==> src/rtl/apb_bridge_ctrl_if.sv <==
// Bus bundle between the AHB slave pipeline, the APB sequencer and the APB peripherals.
// slave modport: the sequencer side. master modport: the environment driving it.
// Optional APB_PREADY_EN adds the Pready wire from the peripherals.
interface apb_bridge_ctrl_if #(
    parameter int ADDR_W = 32,
    parameter int DATA_W = 32
);
    // AHB pipeline side
    logic              Valid;
    logic              Hwrite;
    logic              Hwrite_reg;
    logic [ADDR_W-1:0] Haddr;
    logic [ADDR_W-1:0] Haddr1;
    logic [ADDR_W-1:0] Haddr2;
    logic [DATA_W-1:0] Hwdata;
    logic [DATA_W-1:0] Hdata1;
    logic [2:0]        Tempselx;
    logic              Hreadyout;
    logic [DATA_W-1:0] Hrdata;

    // APB side
    logic [DATA_W-1:0] Prdata;
`ifdef APB_PREADY_EN
    logic              Pready;
`endif
    logic [2:0]        Pselx;
    logic              Penable;
    logic              Pwrite;
    logic [ADDR_W-1:0] Paddr;
    logic [DATA_W-1:0] Pwdata;

    modport slave (
        input  Valid, Hwrite, Hwrite_reg,
        input  Haddr, Haddr1, Haddr2,
        input  Hwdata, Hdata1, Tempselx,
        input  Prdata,
`ifdef APB_PREADY_EN
        input  Pready,
`endif
        output Pselx, Penable, Pwrite,
        output Paddr, Pwdata,
        output Hreadyout, Hrdata
    );

    modport master (
        output Valid, Hwrite, Hwrite_reg,
        output Haddr, Haddr1, Haddr2,
        output Hwdata, Hdata1, Tempselx,
        output Prdata,
`ifdef APB_PREADY_EN
        output Pready,
`endif
        input  Pselx, Penable, Pwrite,
        input  Paddr, Pwdata,
        input  Hreadyout, Hrdata
    );
endinterface

==> src/rtl/apb_bridge_ctrl.sv <==
// APB-side sequencer of the AHB-to-APB bridge: runs APB SETUP/ENABLE
// transfers from the pipelined AHB slave outputs, stalls the master via
// Hreadyout and returns read data on Hrdata.
// Ports: Hclk, Hreset (sync, active-high), bus (apb_bridge_ctrl_if.slave).
// Optional: APB_PREADY_EN lets peripherals extend ENABLE with Pready=0.
module apb_bridge_ctrl #(
    parameter int ADDR_W = 32,
    parameter int DATA_W = 32
) (
    input  logic               Hclk,
    input  logic               Hreset,
    apb_bridge_ctrl_if.slave   bus
);

    localparam logic [2:0] IDLE     = 3'd0;
    localparam logic [2:0] WWAIT    = 3'd1;
    localparam logic [2:0] READ     = 3'd2;
    localparam logic [2:0] WRITE    = 3'd3;
    localparam logic [2:0] WRITEP   = 3'd4;
    localparam logic [2:0] RENABLE  = 3'd5;
    localparam logic [2:0] WENABLE  = 3'd6;
    localparam logic [2:0] WENABLEP = 3'd7;

    logic [2:0]        state_q, state_d;
    logic [2:0]        pselx_q, pselx_d;
    logic              penable_q, penable_d;
    logic              pwrite_q, pwrite_d;
    logic [ADDR_W-1:0] paddr_q, paddr_d;
    logic [DATA_W-1:0] pwdata_q, pwdata_d;
    logic              hready_q, hready_d;
    logic [DATA_W-1:0] hrdata_q, hrdata_d;

    logic       go;
    logic       in_enable;
    logic       hold;
    logic [2:0] sel_safe;
    logic [2:0] from_idle;

`ifdef APB_PREADY_EN
    assign go = bus.Pready;
`else
    assign go = 1'b1;
`endif

    assign in_enable = (state_q == RENABLE) ||
                       (state_q == WENABLE) ||
                       (state_q == WENABLEP);

    // An ENABLE phase that the peripheral has not finished freezes everything.
    assign hold = in_enable && !go;

    // A broken decode must never select two peripherals at once.
    assign sel_safe = $onehot0(bus.Tempselx) ? bus.Tempselx : 3'b000;

    // Shared exit from IDLE and from a completed single ENABLE.
    always_comb begin
        from_idle = IDLE;
        if (bus.Valid && !bus.Hwrite) begin
            from_idle = READ;
        end else if (bus.Valid) begin
            from_idle = WWAIT;
        end
    end

    always_comb begin
        state_d = state_q;
        unique case (state_q)
            IDLE: begin
                state_d = from_idle;
            end
            WWAIT: begin
                state_d = bus.Valid ? WRITEP : WRITE;
            end
            WRITE: begin
                state_d = bus.Valid ? WENABLEP : WENABLE;
            end
            WRITEP: begin
                state_d = WENABLEP;
            end
            READ: begin
                state_d = RENABLE;
            end
            WENABLEP: begin
                if (go) begin
                    if (!bus.Hwrite_reg) begin
                        state_d = READ;
                    end else if (bus.Valid) begin
                        state_d = WRITEP;
                    end else begin
                        state_d = WRITE;
                    end
                end
            end
            WENABLE, RENABLE: begin
                if (go) begin
                    state_d = from_idle;
                end
            end
            default: begin
                state_d = IDLE;
            end
        endcase
    end

    // Output registers are loaded with the values of the state being entered.
    always_comb begin
        pselx_d   = pselx_q;
        penable_d = penable_q;
        pwrite_d  = pwrite_q;
        paddr_d   = paddr_q;
        pwdata_d  = pwdata_q;
        hready_d  = hready_q;
        if (hold) begin
            hready_d = 1'b0;
        end else begin
            unique case (state_d)
                IDLE, WWAIT: begin
                    pselx_d   = 3'b000;
                    penable_d = 1'b0;
                    hready_d  = 1'b1;
                end
                READ: begin
                    pselx_d   = sel_safe;
                    paddr_d   = bus.Haddr;
                    pwrite_d  = 1'b0;
                    penable_d = 1'b0;
                    hready_d  = 1'b0;
                end
                WRITE, WRITEP: begin
                    pselx_d   = sel_safe;
                    pwrite_d  = 1'b1;
                    penable_d = 1'b0;
                    hready_d  = (state_d == WRITE);
                    // Chained writes sit one pipeline stage further back.
                    if (state_q == WENABLEP) begin
                        paddr_d  = bus.Haddr2;
                        pwdata_d = bus.Hdata1;
                    end else begin
                        paddr_d  = bus.Haddr1;
                        pwdata_d = bus.Hwdata;
                    end
                end
                RENABLE, WENABLE, WENABLEP: begin
                    penable_d = 1'b1;
                    hready_d  = 1'b1;
                end
                default: begin
                    pselx_d   = 3'b000;
                    penable_d = 1'b0;
                    hready_d  = 1'b1;
                end
            endcase
        end
    end

    // Read data is taken only when the ENABLE phase actually completes.
    always_comb begin
        hrdata_d = hrdata_q;
        if ((state_q == RENABLE) && go) begin
            hrdata_d = bus.Prdata;
        end
    end

    always_ff @(posedge Hclk) begin
        if (Hreset) begin
            state_q   <= IDLE;
            pselx_q   <= 3'b000;
            penable_q <= 1'b0;
            pwrite_q  <= 1'b0;
            paddr_q   <= '0;
            pwdata_q  <= '0;
            hready_q  <= 1'b1;
            hrdata_q  <= '0;
        end else begin
            state_q   <= state_d;
            pselx_q   <= pselx_d;
            penable_q <= penable_d;
            pwrite_q  <= pwrite_d;
            paddr_q   <= paddr_d;
            pwdata_q  <= pwdata_d;
            hready_q  <= hready_d;
            hrdata_q  <= hrdata_d;
        end
    end

    assign bus.Pselx     = pselx_q;
    assign bus.Penable   = penable_q;
    assign bus.Pwrite    = pwrite_q;
    assign bus.Paddr     = paddr_q;
    assign bus.Pwdata    = pwdata_q;
    assign bus.Hreadyout = hready_q;
    assign bus.Hrdata    = hrdata_q;

endmodule

==> src/flat_wrapper.sv <==
// flat-port wrapper written by rule: the top's interface ports become plain ports
module apb_bridge_ctrl_flat 
#(
    parameter int ADDR_W = 32,
    parameter int DATA_W = 32
)
  (Hclk, Hreset, bus_Valid, bus_Hwrite, bus_Hwrite_reg, bus_Haddr, bus_Haddr1, bus_Haddr2, bus_Hwdata, bus_Hdata1, bus_Tempselx, bus_Prdata, bus_Pselx, bus_Penable, bus_Pwrite, bus_Paddr, bus_Pwdata, bus_Hreadyout, bus_Hrdata);
  apb_bridge_ctrl_if #(.ADDR_W(ADDR_W), .DATA_W(DATA_W)) bus_i ();
  input  logic Hclk;
  input  logic Hreset;
  input wire logic [$bits(bus_i.Valid)-1:0] bus_Valid;
  input wire logic [$bits(bus_i.Hwrite)-1:0] bus_Hwrite;
  input wire logic [$bits(bus_i.Hwrite_reg)-1:0] bus_Hwrite_reg;
  input wire logic [$bits(bus_i.Haddr)-1:0] bus_Haddr;
  input wire logic [$bits(bus_i.Haddr1)-1:0] bus_Haddr1;
  input wire logic [$bits(bus_i.Haddr2)-1:0] bus_Haddr2;
  input wire logic [$bits(bus_i.Hwdata)-1:0] bus_Hwdata;
  input wire logic [$bits(bus_i.Hdata1)-1:0] bus_Hdata1;
  input wire logic [$bits(bus_i.Tempselx)-1:0] bus_Tempselx;
  input wire logic [$bits(bus_i.Prdata)-1:0] bus_Prdata;
  output wire logic [$bits(bus_i.Pselx)-1:0] bus_Pselx;
  output wire logic [$bits(bus_i.Penable)-1:0] bus_Penable;
  output wire logic [$bits(bus_i.Pwrite)-1:0] bus_Pwrite;
  output wire logic [$bits(bus_i.Paddr)-1:0] bus_Paddr;
  output wire logic [$bits(bus_i.Pwdata)-1:0] bus_Pwdata;
  output wire logic [$bits(bus_i.Hreadyout)-1:0] bus_Hreadyout;
  output wire logic [$bits(bus_i.Hrdata)-1:0] bus_Hrdata;
  assign bus_i.Valid = bus_Valid;
  assign bus_i.Hwrite = bus_Hwrite;
  assign bus_i.Hwrite_reg = bus_Hwrite_reg;
  assign bus_i.Haddr = bus_Haddr;
  assign bus_i.Haddr1 = bus_Haddr1;
  assign bus_i.Haddr2 = bus_Haddr2;
  assign bus_i.Hwdata = bus_Hwdata;
  assign bus_i.Hdata1 = bus_Hdata1;
  assign bus_i.Tempselx = bus_Tempselx;
  assign bus_i.Prdata = bus_Prdata;
  assign bus_Pselx = bus_i.Pselx;
  assign bus_Penable = bus_i.Penable;
  assign bus_Pwrite = bus_i.Pwrite;
  assign bus_Paddr = bus_i.Paddr;
  assign bus_Pwdata = bus_i.Pwdata;
  assign bus_Hreadyout = bus_i.Hreadyout;
  assign bus_Hrdata = bus_i.Hrdata;
  apb_bridge_ctrl #(.ADDR_W(ADDR_W), .DATA_W(DATA_W)) u_core (.Hclk(Hclk), .Hreset(Hreset), .bus(bus_i));
endmodule
==> config.mk <==
export PLATFORM = sky130hd
export DESIGN_NAME = apb_bridge_ctrl_flat
export DESIGN_NICKNAME = d
export VERILOG_FILES = /design/src/rtl/apb_bridge_ctrl_if.sv /design/src/rtl/apb_bridge_ctrl.sv /design/src/flat_wrapper.sv
export SDC_FILE = /design/constraint.sdc
export NUM_CORES = 1
export LEC_CHECK = 0
export ABC_AREA = 1
export CAP_MARGIN = 10
export CORE_AREA = 2 2 118 120
export CTS_BUF_LIST = sky130_fd_sc_hd__clkbuf_4
export DETAILED_ROUTE_END_ITERATION = 8
export DIE_AREA = 0 0 120 122
export DONT_BUFFER_PORTS = 1
export PLACE_DENSITY = 0.58
export REMOVE_ABC_BUFFERS = 1
export SYNTH_ARGS = -nofsm -noshare
export SYNTH_HDL_FRONTEND = slang
export SYNTH_SLANG_ARGS = --single-unit
export TNS_END_PERCENT = 20
==> constraint.sdc <==
create_clock -name Hclk -period 3.62 [get_ports Hclk]
set_clock_uncertainty 0.1 [all_clocks]
set_input_delay 1.086 -clock Hclk [delete_from_list [all_inputs] [get_ports Hclk]]
set_output_delay 1.086 -clock Hclk [all_outputs]
set_load 0.005 [all_outputs]
==> results of run 1 <==
[cells in the mapped netlist]
cell type	number	area, sq um
inv_1	103	387
buf_2	9	45.0
o21ai_2	1	8.76
buf_1	7	26.3
fa_1	1	20.0
o21ai_1	33	165
nand3_1	76	380
o21ai_0	35	175
dfxtp_1	105	2100
nor2_2	1	6.26
nand3b_4	1	20.0
nand4_1	1	6.26
clkinv_1	2	7.51
a21oi_1	34	170
nand2_1	314	1180
buf_4	5	37.5
buf_6	3	33.8
a31oi_1	1	6.26
clkbuf_1	33	124
nor3_1	1	5.00
nand3_2	1	10.0
nor2_1	72	270
inv_2	6	22.5
nand3b_1	32	240
[power by group]
| group | switching (W) | total [W] | internal [W] |
|---|---|---|---|
| registers | 0.000256 | 0.00174 | 0.00149 |
| clock network | 0.000399 | 0.000609 | 0.000210 |
| logic | 0.00184 | 0.00277 | 0.000931 |
| total | 0.00250 | 0.00513 | 0.00263 |
[logic make-up after synthesis]
| kind of cell | Yosys count |
|---|---|
| simple gates | 499 |
| buf+inv | 168 |
| flops | 105 |
| compound gates | 104 |
| fa+ha+maj | 1 |
[registers in the layout (all words and copies together) (netlist names)]
name                  count
u_core.state_q            3
u_core.bus.Hrdata        32
u_core.bus.Paddr         32
u_core.bus.Pwdata        32
u_core.bus.Pselx          3
u_core.bus.Penable        1
u_core.bus.Pwrite         1
u_core.bus.Hreadyout      1
[per-layer routing]
metal  routed length, um  vias up
met5                   0        -
met4                 229        0
met3                1500       12
met2                6980      201
met1                6260     2181
li1                    -     2625
[metrics by stage]
| stage | total power, W | cells | worst slack (ns) | TNS [ns] | area [sq um] |
|---|---|---|---|---|---|
| 2_1_floorplan | 0.00380 | 820 | -1.86 | -109.96 | 5180 |
| 3_3_place_gp | 0.00457 | 1011 | 0.747 | 0 | 5530 |
| 3_5_place_dp | 0.00458 | 1011 | 0.734 | 0 | 5530 |
| 4_1_cts | 0.00522 | 1027 | 0.858 | 0 | 5660 |
| 5_1_grt | 0.00570 | 1027 | 0.595 | 0 | 5660 |
| 6_report | 0.00513 | 1028 | 0.870 | 0 | 5670 |
[critical path, stage by stage (launching register included)]
cell	delay, ns
dfxtp_1	0.46
nand2_1	0.14
nor2_4	0.15
buf_4	0.34
inv_2	0.07
nor2_1	0.12
o21ai_2	0.11
inv_2	0.08
nand3b_4	0.10
nand2_2	0.10
buf_4	0.54
nand2_1	0.14
nand3_1	0.11
nand2_1	0.05
inv_1	0.04
[final timing paths]
kind | start | endpoint | slack, ns
setup reg to reg | u_core.state_q[0] | u_core.bus.Paddr[25] | 0.87
hold / removal | u_core.bus.Hrdata[13] | u_core.bus.Hrdata[13] | 0.37
setup / recovery | u_core.state_q[0] | u_core.bus.Paddr[25] | 0.87
hold reg to reg | u_core.bus.Hrdata[13] | u_core.bus.Hrdata[13] | 0.37
[layout make-up]
cell class,count,share of cell area
antenna,1,0.000442
clock buffer,9,0.0119
clock inverter,7,0.0124
inverter,111,0.0735
multi-input combinational,604,0.472
sequential,105,0.371
tap,180,0.0397
timing repair buffer,11,0.0190
==> impl_metrics.tcl, run 1 <==
set metrics [dict create \
    grt_antenna_before_repair 0 \
    drtAntennaViolNets 0 \
    worst_pin_slew_ns 0.714 \
    dp_hpwl_um 10200 \
    p_per_area_mw_per_mm2 905 \
    rows 43 \
    critPathMaxFanout 64 \
    drv_cap 0 \
    die_width_um 120 \
    yosys.area_share.simple 0.389 \
    cts-resized-gates 0 \
    whs_path_depth 2 \
    met1_usage 0.229 \
    most-common-layout-cells "nand2_1, dfxtp_1, inv_1" \
    via_per_inst 4.88 \
    syn_avg_cell_area_sq_um 6.21 \
    synthesis.area_sq_mm 0.00545 \
    nets 1043 \
    dr.pass1.iters 8 \
    wl_per_cell_um 14.6 \
    syn2layout_area_growth_pct 4.02 \
    core_area_sq_mm 0.0135 \
    clock_latency_ns 0.47 \
    ys_seq_area_frac 0.386 \
    min_period_ns 2.75 \
    outcome "completed" \
    rsz0062_at_grt "no" \
    synth_fa_ha_area_frac 0.00367 \
    slew_viol_final 0 \
    cts.hold.buffers_added 0 \
    place.port_buffers 0 \
    grt_pass1_vias 4386 \
    ir_drop_mv 0.700 \
    slew_headroom 0.524 \
    cts_buffers 9 \
    htreeDepth 3 \
    floorplan.initialDensity 0.403 \
    criticalPathCategory "flop to flop" \
    worstPathArrival_ns 3.08 \
    cts_tree "built" \
    grt_pass1_wl_um 22500 \
    endpoint_kind "flop" \
    gp_congestion 0.805 \
    syn_inst 877 \
    ys_warn_count 0 \
    use_met2 0.331 \
    regArea_sq_mm 0.00210 \
    fp.dieH_um 122 \
    power.leakage_nw 2.96 \
    postCtsSetupBuffers 0 \
    drc 0 \
    clock.fmax_mhz 364 \
    grt_use_total 0.195 \
    use_met3 0.0674 \
    drt_iter0_markers 318 \
    cts_sinks 105 \
    synth_mux_area_frac 0 \
    die_area_sq_mm 0.0146 \
    synth_compound_area_frac 0.0965 \
    overflow 0 \
    critPathRequiredTime_ns 3.95 \
    setup_viol 0 \
    final_common_cell "nand2_1" \
    synth_xor_area_frac 0 \
    synth_top_family_by_area "simple AND/OR/NAND/NOR gates" \
    ys_types 24 \
    hold_violations 0 \
    nFillCells 1482 \
    root_buffer "clkbuf_4" \
    r2r_cells 14 \
    vias 5019 \
    ys_ff_latch 105 \
    grt_busiest_layer "met2" \
    hold_class "flop to flop" \
    wl_um 15000 \
    ctsLongestPathBuffers 2 \
    timing.hold.ws_ns 0.374 \
    path_clk_slew_ns 0.16 \
    start_kind "flop" \
    grt_max_degree 67 \
    multi_input_area_sq_mm 0.00268 \
    fin_util 0.420 \
    post_route_cells_drive_above_1_share 0.0437 \
    pin_count 302 \
    post-route-period-util 0.760 \
]
(Power assumes the default switching activity.)
==> inputs of run 2 (changes only) <==
==> constraint.sdc (replaced) <==
create_clock -name Hclk -period 2.7 [get_ports Hclk]
set_clock_uncertainty 0.1 [all_clocks]
set_input_delay 0.81 -clock Hclk [delete_from_list [all_inputs] [get_ports Hclk]]
set_output_delay 0.81 -clock Hclk [all_outputs]
set_load 0.005 [all_outputs]
==> impl_metrics.tcl, run 2 (synthesized netlist as in run 1, its figures left out) <==
set metrics [dict create \
    rows 43 \
    ir_drop_mv 0.830 \
    final_common_cell "nand2_1" \
    setup_tns_ns 0 \
    outcome "completed" \
    hold_class "primary input to flop" \
    post_route_cells_drive_above_1_share 0.0494 \
    floorplan.initialDensity 0.403 \
    die_width_um 120 \
    overflow 0 \
    most-common-layout-cells "nand2_1, dfxtp_1, inv_1" \
    cts_buffers 9 \
    grt_pass1_vias 4500 \
    final_cells 1031 \
    grt_use_total 0.196 \
    rsz0062_at_grt "no" \
    root_buffer "clkbuf_4" \
    fin_util 0.424 \
    cts.hold.buffers_added 0 \
    slew_headroom 0.579 \
    grt_max_degree 67 \
    endpoint_kind "flop" \
    nets 1046 \
    htreeDepth 3 \
    slew_viol_final 0 \
    clock_latency_ns 0.45 \
    syn2layout_area_growth_pct 5.19 \
    place_ws_ns 0.201 \
    wl_um 15000 \
    drt_iter0_markers 259 \
    worst_pin_slew_ns 0.631 \
    critPathMaxFanout 66 \
    via_per_inst 4.83 \
    drv_cap 0 \
    ctsLongestPathBuffers 2 \
    setup_viol 0 \
    cts_sinks 105 \
    drtAntennaViolNets 0 \
    cts-resized-gates 0 \
    post-route-period-util 0.830 \
    min_period_ns 2.24 \
    start_kind "flop" \
    power.leakage_nw 3.00 \
    clock.fmax_mhz 446 \
    postCtsSetupBuffers 0 \
    dp_hpwl_um 10600 \
    grt_pass1_wl_um 22700 \
    cts_tree "built" \
    place.port_buffers 0 \
    dp_cells 1014 \
    criticalPathCategory "flop to flop" \
    wl_per_cell_um 14.5 \
    p_per_area_mw_per_mm2 1240 \
    pin_count 302 \
    core_area_sq_mm 0.0135 \
    drc 0 \
    vias 4979 \
    layout_setup_ws_ns 0.459 \
    fp.dieH_um 122 \
    hold_violations 0 \
    worstPathArrival_ns 2.52 \
    path_clk_slew_ns 0.17 \
    grt_antenna_before_repair 0 \
    timing.hold.ws_ns 0.278 \
    dr.pass1.iters 4 \
    gp_congestion 0.806 \
    critPathRequiredTime_ns 2.98 \
    die_area_sq_mm 0.0146 \
]
run 2: layout make-up:
class	instances	area [sq um]
Antenna cell	1	2.50
Clock buffer	10	75.1
Clock inverter	6	66.3
Fill cell	1451	7770
Inverter	111	417
Multi-Input combinational cell	604	2680
Sequential cell	105	2100
Tap cell	180	225
Timing Repair Buffer	14	168
run 2: layer usage:
layer / vias to the layer above / track usage / wire [um]
met5: - / 0 / 0
met2: 198 / 0.339 / 7100
met1: 2129 / 0.226 / 6270
li1: 2642 / - / -
met4: 0 / 0.0537 / 195
met3: 10 / 0.0740 / 1430
run 2: worst max-delay path, stage by stage, from the launching register on:
cell	delay, ns
dfxtp_1	0.40
nand2_1	0.15
inv_1	0.07
nand2_1	0.10
nand2_1	0.06
a21oi_1	0.12
nand3_1	0.17
nand3b_4	0.23
buf_12	0.21
nand2_1	0.13
buf_12	0.20
nand3_1	0.11
nand2_1	0.06
inv_1	0.04
run 2: metrics by stage:
| stage | total power (W) | cell area (sq um) |
|---|---|---|
| floorplan | 0.00508 | 5180 |
| global placement | 0.00634 | 5590 |
| detailed placement | 0.00638 | 5590 |
| CTS | 0.00725 | 5730 |
| global route | 0.00789 | 5730 |
| finish | 0.00713 | 5730 |
run 2: final timing paths:
kind | slack (ns) | from | end | depth (start not counted)
hold reg to reg | 0.37 | u_core.bus.Hrdata[5] | u_core.bus.Hrdata[5] | 2
setup / recovery | 0.46 | u_core.state_q[1] | u_core.bus.Paddr[13] | 13
hold / removal | 0.28 | Hreset | u_core.bus.Pwrite | 1
setup reg to reg | 0.46 | u_core.state_q[1] | u_core.bus.Paddr[13] | 13
run 2: report_power, final:
| part | switching, W | total (W) | internal, W |
|---|---|---|---|
| logic | 0.00250 | 0.00394 | 0.00144 |
| registers | 0.000343 | 0.00234 | 0.00199 |
| clock network | 0.000555 | 0.000854 | 0.000299 |
